**src/rtl/approx_adder_err_monitor.sv**
```systemverilog
// approx_adder_err_monitor: sweeps all 16 vectors of a 2+2-bit approximate adder and gathers error stats.
// Optional ERR_MONITOR_STOP_ON_FAIL_EN ends the sweep at the first vector whose error exceeds ET.
module approx_adder_err_monitor #(
    parameter logic [2:0] ET = 3'd2,
    parameter int SETTLE = 0
) (
    input  logic       clk,
    input  logic       rst,
    input  logic       start,
    output logic [3:0] dut_in,
    input  logic [2:0] dut_out,
    output logic       busy,
    output logic       done,
    output logic       pass,
    output logic [2:0] max_err,
    output logic [4:0] err_cnt,
    output logic [4:0] viol_cnt,
    output logic [6:0] err_sum,
    output logic [3:0] first_viol
);
    typedef enum logic [1:0] {IDLE, DRIVE, SAMPLE, DONE} state_t;
    localparam logic [2:0] SW = 3'(SETTLE);
    state_t state, state_n;
    logic [2:0] wait_cnt, exact, err;
    logic [4:0] viol_n;
    logic viol, stop;
    always_comb begin
        exact = {1'b0, dut_in[1:0]} + {1'b0, dut_in[3:2]};
        err = exact >= dut_out ? exact - dut_out : dut_out - exact;
        viol = err > ET;
        viol_n = viol_cnt + 5'(viol);
`ifdef ERR_MONITOR_STOP_ON_FAIL_EN
        stop = viol;
`else
        stop = 1'b0;
`endif
        state_n = state;
        case (state)
            IDLE:   state_n = start ? DRIVE : IDLE;
            DRIVE:  state_n = wait_cnt == SW ? SAMPLE : DRIVE;
            SAMPLE: state_n = (dut_in == 4'd15 || stop) ? DONE : DRIVE;
            DONE:   state_n = IDLE;
            default: state_n = IDLE;
        endcase
    end
    // dut_in doubles as the vector index
    always_ff @(posedge clk) begin
        if (rst) begin
            state <= IDLE;
            wait_cnt <= '0;
            dut_in <= '0;
            busy <= 1'b0;
            done <= 1'b0;
            pass <= 1'b0;
            max_err <= '0;
            err_cnt <= '0;
            viol_cnt <= '0;
            err_sum <= '0;
            first_viol <= '0;
        end else begin
            state <= state_n;
            done <= state_n == DONE;
            busy <= state_n == DRIVE || state_n == SAMPLE;
            case (state)
                IDLE: if (start) begin
                    wait_cnt <= '0;
                    dut_in <= '0;
                    pass <= 1'b0;
                    max_err <= '0;
                    err_cnt <= '0;
                    viol_cnt <= '0;
                    err_sum <= '0;
                    first_viol <= '0;
                end
                DRIVE: wait_cnt <= wait_cnt + 3'd1;
                SAMPLE: begin
                    max_err <= err > max_err ? err : max_err;
                    err_cnt <= err_cnt + 5'(err != 3'd0);
                    err_sum <= err_sum + 7'(err);
                    viol_cnt <= viol_n;
                    if (viol && viol_cnt == 5'd0) first_viol <= dut_in;
                    if (state_n == DRIVE) begin
                        dut_in <= dut_in + 4'd1;
                        wait_cnt <= '0;
                    end
                    if (state_n == DONE) pass <= viol_n == 5'd0;
                end
                default: ;
            endcase
        end
    end
endmodule

```
**config.mk**
```make
export PLATFORM = sky130hd
export DESIGN_NAME = approx_adder_err_monitor
export DESIGN_NICKNAME = d
export VERILOG_FILES = /design/src/rtl/approx_adder_err_monitor.sv
export SDC_FILE = /design/constraint.sdc
export NUM_CORES = 1
export LEC_CHECK = 0
export CAP_MARGIN = 5
export CORE_UTILIZATION = 40
export DETAILED_ROUTE_END_ITERATION = 10
export GPL_ROUTABILITY_DRIVEN = 0
export GPL_TIMING_DRIVEN = 0
export PLACE_DENSITY = 0.61
export SETUP_SLACK_MARGIN = 0.4
export SLEW_MARGIN = 15
export SYNTH_ARGS = -nofsm -noshare
export SYNTH_HDL_FRONTEND = slang
export SYNTH_SLANG_ARGS = --single-unit
```
**constraint.sdc**
```tcl
create_clock -name clk -period 7.8 [get_ports clk]
set_clock_uncertainty 0.1 [all_clocks]
set_input_delay 2.34 -clock clk [delete_from_list [all_inputs] [get_ports clk]]
set_output_delay 2.34 -clock clk [all_outputs]
set_load 0.05 [all_outputs]
```
**Word-level counts from Yosys, hierarchy flattened**

Index checks and enable logic that the tools add are counted.

- Register bits after elaboration: 36
- Input port bits: 6
- Output and inout bits: 31

- Add/subtract/negate cells: 8
- Multiplexer cells: 23
- Equal/unequal tests: 12
- $lt $le $gt $ge: 3
- Reductions and logical operators: 15

Operator list:

| kind | count |
|---|---|
| 5-bit one-hot mux with 2 select lines | 2 |
| 4-bit one-hot mux with 2 select lines | 2 |
| 3-bit AND reduction | 5 |
| 7-bit one-hot mux with 2 select lines | 1 |
| 3-bit two-way mux | 4 |
| 4-bit two-way mux | 3 |
| 5-bit by 1-bit adder with 5-bit output | 2 |
| 5-bit logical NOT | 2 |
| 2-bit != test (second input constant) | 5 |
| 3-bit one-hot mux with 3 select lines | 1 |
| 2-bit == test (second input constant) | 4 |
| 2-bit one-hot mux with 4 select lines | 1 |
| 7-bit by 3-bit adder with 7-bit output | 1 |
| 7-bit two-way mux | 1 |
| 3-bit one-hot mux with 2 select lines | 1 |
| 3-bit nonzero test | 2 |
| 3-bit subtractor | 2 |
| 5-bit two-way mux | 1 |
| 4-bit by 1-bit adder with 4-bit output (second input constant) | 1 |
| 2-bit by 1-bit == test with 1-bit output (second input constant) | 2 |
| 4-bit == test (second input constant) | 1 |
| 2-bit two-way mux | 2 |
| 2-bit by 2-bit adder with 3-bit output | 1 |
| 3-bit by 1-bit adder with 3-bit output (second input constant) | 1 |
| 11 further kinds | 13 |

**Depth between registers and ports, before layout**

Gate-level depths: netlist (run 1).

- Depth after elaboration: 8
- Gate-level depth with buffers: 17

**Worst setup path after synthesis (run 1)**

OpenSTA, ideal clock, no wires.

- Path kind: input to register
- Start point: in dut_out[0]
- End point: reg pass
- Setup slack: 2.701 ns
- Stages on the path: 12
- Data arrival time: 4.934 ns
- Library setup time: 0.065 ns
- Cell sequence: inv_1 ha_1 nand2b_4 a221oi_2 mux2i_1 nand2_1 ha_1 ha_1 or4_1 nor4_1 a21oi_1 nor2_1

- Cells in the longest elaborated chain, start to end: 7

RTL lines:

| element | RTL line | RTL |
|---|---|---|
| from (decl) | 11 | `input logic [2:0] dut_out,` |
| 3-bit subtractor or 3-bit >= comparator (tied branches) | 29 | `err = exact >= dut_out ? exact - dut_out : dut_out - exact;` |
| 3-bit two-way mux * | 29 |  |
| 3-bit by 2-bit greater-than comparator with 1-bit output * | 30 | `viol = err > ET;` |
| 5-bit by 1-bit adder with 5-bit output * | 31 | `viol_n = viol_cnt + 5'(viol);` |
| 5-bit logical NOT * | 86 | `if (state_n == DONE) pass <= viol_n == 5'd0;` |
| 1-bit two-way mux * | 86 |  |
| 1-bit one-hot mux with 2 select lines * | 64 | `case (state)` |
| to (signal assigned) | 54 | `pass <= 1'b0;` |
| to (signal assigned) | 68 | `pass <= 1'b0;` |
| to (signal assigned) | 86 |  |
| to (decl) | 14 | `output logic pass,` |

Mark *: on every way between the ends. The rest lies on a longest branch, timed or not. The select of a mux whose other input is x is not followed.
A chain may end at the register's enable or synchronous reset.

**Worst setup path in the final report (run 1)**

Same ends and word-level chain as after synthesis.

==> results of run 1 <==
-- placed cells by master (no fill, tap or decap), types with 4 or more instances in the layout --
master and instances:
sky130_fd_sc_hd__fa_1 4, sky130_fd_sc_hd__o32a_1 4, sky130_fd_sc_hd__nor2b_1 11, sky130_fd_sc_hd__clkbuf_1 6
sky130_fd_sc_hd__nand3b_1 5, sky130_fd_sc_hd__mux2_2 4, sky130_fd_sc_hd__xor2_1 5, sky130_fd_sc_hd__nor2_1 18
sky130_fd_sc_hd__nand3_1 19, sky130_fd_sc_hd__inv_1 17, sky130_fd_sc_hd__o211ai_1 5, sky130_fd_sc_hd__a2111o_1 4
sky130_fd_sc_hd__clkdlybuf4s50_1 36, sky130_fd_sc_hd__a21oi_1 21, sky130_fd_sc_hd__clkbuf_8 6, sky130_fd_sc_hd__nand2_1 22
sky130_fd_sc_hd__ha_1 21, sky130_fd_sc_hd__dfxtp_1 36, sky130_fd_sc_hd__nor3_1 4
-- path summary, 6_finish.rpt --
check,from,to,slack [ns],depth (start not counted)
setup reg to reg,dut_in[2],pass,3.54,15
hold / removal,err_cnt[4],err_cnt[4],0.40,2
hold reg to reg,err_cnt[4],err_cnt[4],0.40,2
setup / recovery,dut_out[0],pass,2.10,13
-- Yosys cell counts, drive strengths merged (3+ instances only) --
cell type	number
buf	5
or4	3
a2111o	4
mux2	5
o32a	4
o21ai	3
o211ai	5
inv	17
nand3b	5
a21oi	21
nor3	5
ha	21
xor2	5
nand3	19
fa	4
nor2	18
nor2b	11
nand2b	3
nand2	23
clkbuf	5
mux2i	4
xnor2	3
dfxtp	36
-- flip-flops by register name (all words and copies together) (netlist names) --
signal and cells:
busy 1, done 1, dut_in 4, err_cnt 5, err_sum 7, first_viol 4, max_err 3, pass 1
state 2, viol_cnt 5, wait_cnt 3
-- report_power, final --
group	internal (mW)	total [mW]	switching (mW)	leakage, nW
combinational	0.0301	0.0798	0.0497	0.724
clock	0.0718	0.139	0.0677	0.0445
sequential	0.188	0.192	0.00407	0.291
-- cell type report --
type,count,area share
flip-flops and latches,36,0.259
clock inverters,1,0.00270
inverters,17,0.0230
repair buffers,36,0.130
clock buffers,7,0.0311
multi-input cells,190,0.503
well taps,70,0.0315
plain buffers,10,0.0198
-- kinds of logic (layout without fill, tap and decap cells) --
logic type | count (synthesis) | after routing | synth area share
AND/OR/NAND/NOR | 98 | 98 | 0.238
adder cells (fa/ha/maj) | 25 | 25 | 0.153
AO/OA/AOI/OAI | 50 | 50 | 0.158
XOR/XNOR | 8 | 8 | 0.0313
flip-flops | 36 | 36 | 0.322
multiplexers | 9 | 9 | 0.0447
buffers and inverters | 27 | 71 | 0.0531
-- worst reg2reg max path: stages, from the launching register on --
cell,delay (ns)
sky130_fd_sc_hd__dfxtp_1,0.45
sky130_fd_sc_hd__ha_1,0.19
sky130_fd_sc_hd__inv_1,0.05
sky130_fd_sc_hd__fa_1,0.53
sky130_fd_sc_hd__inv_1,0.09
sky130_fd_sc_hd__ha_1,0.26
sky130_fd_sc_hd__and2_1,0.16
sky130_fd_sc_hd__a221oi_2,0.37
sky130_fd_sc_hd__mux2i_1,0.48
sky130_fd_sc_hd__nand2_1,0.15
sky130_fd_sc_hd__ha_1,0.23
sky130_fd_sc_hd__ha_1,0.28
sky130_fd_sc_hd__or4_1,0.55
sky130_fd_sc_hd__nor4_1,0.18
sky130_fd_sc_hd__a21oi_1,0.06
sky130_fd_sc_hd__nor2_1,0.09
-- stage by stage --
step | setup slack (ns) | utilization | cells | hold slack [ns]
after floorplan | 2.70 | - | 253 | 0.366
after global placement | 1.80 | 0.513 | 359 | 0.364
after detailed placement | 1.84 | 0.513 | 359 | 0.383
after CTS | 2.13 | 0.531 | 367 | 0.400
after global routing | 1.74 | 0.531 | 367 | 0.421
final | 2.10 | 0.531 | 367 | 0.397
-- routing by layer --
metal	vias up	routed length, um	global-route usage
li1	986	-	-
met1	873	2490	0.239
met2	47	2200	0.280
met3	6	255	0.0393
met4	0	70	0.0615
met5	-	0	0
==> reports/results.tsv, run 1 <==
stage	metric	value	unit
outcome	status	finished, final reports clean	
setup_path	critical_path.cell_chain	clkdlybuf4s50_1, inv_1, ha_1, nand2b_4, a221oi_2, mux2i_1, nand2_1, ha_1, ha_1, or4_1, nor4_1, a21oi_1, nor2_1	
sta	timing.fmax	175	MHz
sta	timing.final.setup_violations	0	
placement	post-dp-hpwl	3730	um
route	firstDrtPassIters	4	
yosys	synth_area_per_cell	8.85	sq um
yosys	synth.largest_area_cell	sky130_fd_sc_hd__dfxtp_1	
sta	worstMarginPinSlew	1.23	ns
clock_network	cts.htree.levels	2	
global_routing	grt_start_max_net_pins	12	
clock_network	cts_root_buffer	sky130_fd_sc_hd__clkbuf_8	
floorplan	initial_core_utilization	0.427	
floorplan	fp.coreArea	0.00524	sq mm
clock_network	cts_setup_buffers	0	
floorplan	pin_count	37	
setup_path	worst_setup_path_start_kind	input pin	
yosys	synthArstFlopShare	0	
global_routing	vias_in_the_first_global_route	1766	
sta	post-route-period-util	0.731	
route	antenna_left	0	
route	wire_per_inst	13.7	um
yosys	synth-warning-count	0	
global_routing	antenna_violations_before_repair	0	
sta	setup_repair_after_global_routing_missed_its_margin	false	
route	route.vias.total	1912	
min_path	hold_path_class	flop to flop	
route	postRouteWirelength	5020	um
floorplan	die-area	0.00590	sq mm
setup_path	critical_path_peak_fanout	7	
cells_and_area	final_layout_size_suffix_gt1_frac	0.0875	
sta	finalWorstPathRequiredPeriod	5.70	ns
setup_path	critPathMaxStageDelay	0.55	ns
setup_path	setup.worst_path.class	input pin to flop	
clock_network	clk-insertion-delay-late	0.29	ns
global_routing	grt_overflow_total	0	
route	via_per_inst	5.21	
setup_path	buf_inv_on_cp	2	
placement	portBuffers	36	
clock_network	cts_made_buffers	5	
yosys	yosys-top-cells-area	sky130_fd_sc_hd__dfxtp_1 (32%), sky130_fd_sc_hd__ha_1 (12%), sky130_fd_sc_hd__a21oi_1 (4.7%), sky130_fd_sc_hd__nand3_1 (4.2%), sky130_fd_sc_hd__nand2_1 (3.7%)	
setup_path	critPathRequiredTime	7.92	ns
cells_and_area	area.growth.synth_to_final	24.2	%
yosys	postSynthRegisterBits	36	
cells_and_area	seq_area	721	sq um
sta	finalMaxSlewViolations	0	
yosys	synthesis.area	0.00224	sq mm
run	max_cap_violations	0	
yosys	mappedNetlistNets	284	
floorplan	die-width	76.8	um
cells_and_area	antenna_cells	0	
cells_and_area	footprint_of_the_multi_input_gates	0.00140	sq mm
route	drt_first_iter_violations	102	
cells_and_area	n_fill_cell	507	
sta	hold_violations	0	
yosys	yosys.cell_types.count	50	
power_and_ir_drop	power	0.411	mW
yosys	synth_ff_type	sky130_fd_sc_hd__dfxtp_1	
clock_network	clk_pin_slew_worst_paths	0.07	ns
power_and_ir_drop	power_density	148	mW/mm^2
yosys	ys_seq_area_frac	0.322	
power_and_ir_drop	worst_ir_drop_vdd	0.114	mV
setup_path	worst_ep_arrival_time	5.82	ns
setup_path	worst_path_most_repeated_cell	sky130_fd_sc_hd__ha_1	
floorplan	placementRows	26	
cells_and_area	final_cell_area	0.00278	sq mm
setup_path	crit_slowest_cell	sky130_fd_sc_hd__or4_1	
setup_path	endpoint_kind	flop	
sta	relSlewSlack	0.180	
clock_network	clockBufferDepth	2	
floorplan	floorplan.die.height	76.8	um
clock_network	clock_tree_from_tritoncts	yes	
yosys	count_of_flip_flops_with_a_built_in_enable_after_synthesis	0	
yosys	synth.top_cell.area_share	0.322	
route	route.detailed.drc	0	
power_and_ir_drop	static-leakage-power	1.06	nW
yosys	syn-instance-count	253	
global_routing	grt_pass1_wl	8310	um
setup_path	worst_path_dominant_cell_family	simple AND/OR/NAND/NOR gates	
placement	dp_area	0.00269	sq mm
cells_and_area	num-nets-final	327	
clock_network	cts_hold_repair.buffers	0	
clock_network	cts.sinks	36	
clock_network	cts_resized	0	
sta	setup-tns-final	0	ns
global_routing	global_routing_usage_summed_across_all_routing_layers	0.178	
(Power assumes the default switching activity.)
==> run 2: changes to the inputs <==
- clock period: 7.8 -> 5.9 ns (I/O delays scaled with it)
==> results of run 2 <==
Same layout as run 1 (identical final DEF). Status: finished, final reports clean.
Among the figures that moved: setup slack after placement 1.84 ns -> 0.505 ns; setup slack after layout 2.10 ns -> 0.771 ns; register-to-register setup slack 3.54 ns -> 1.64 ns; total power 0.411 mW -> 0.544 mW; worst IR drop on VDD 0.114 mV -> 0.151 mV
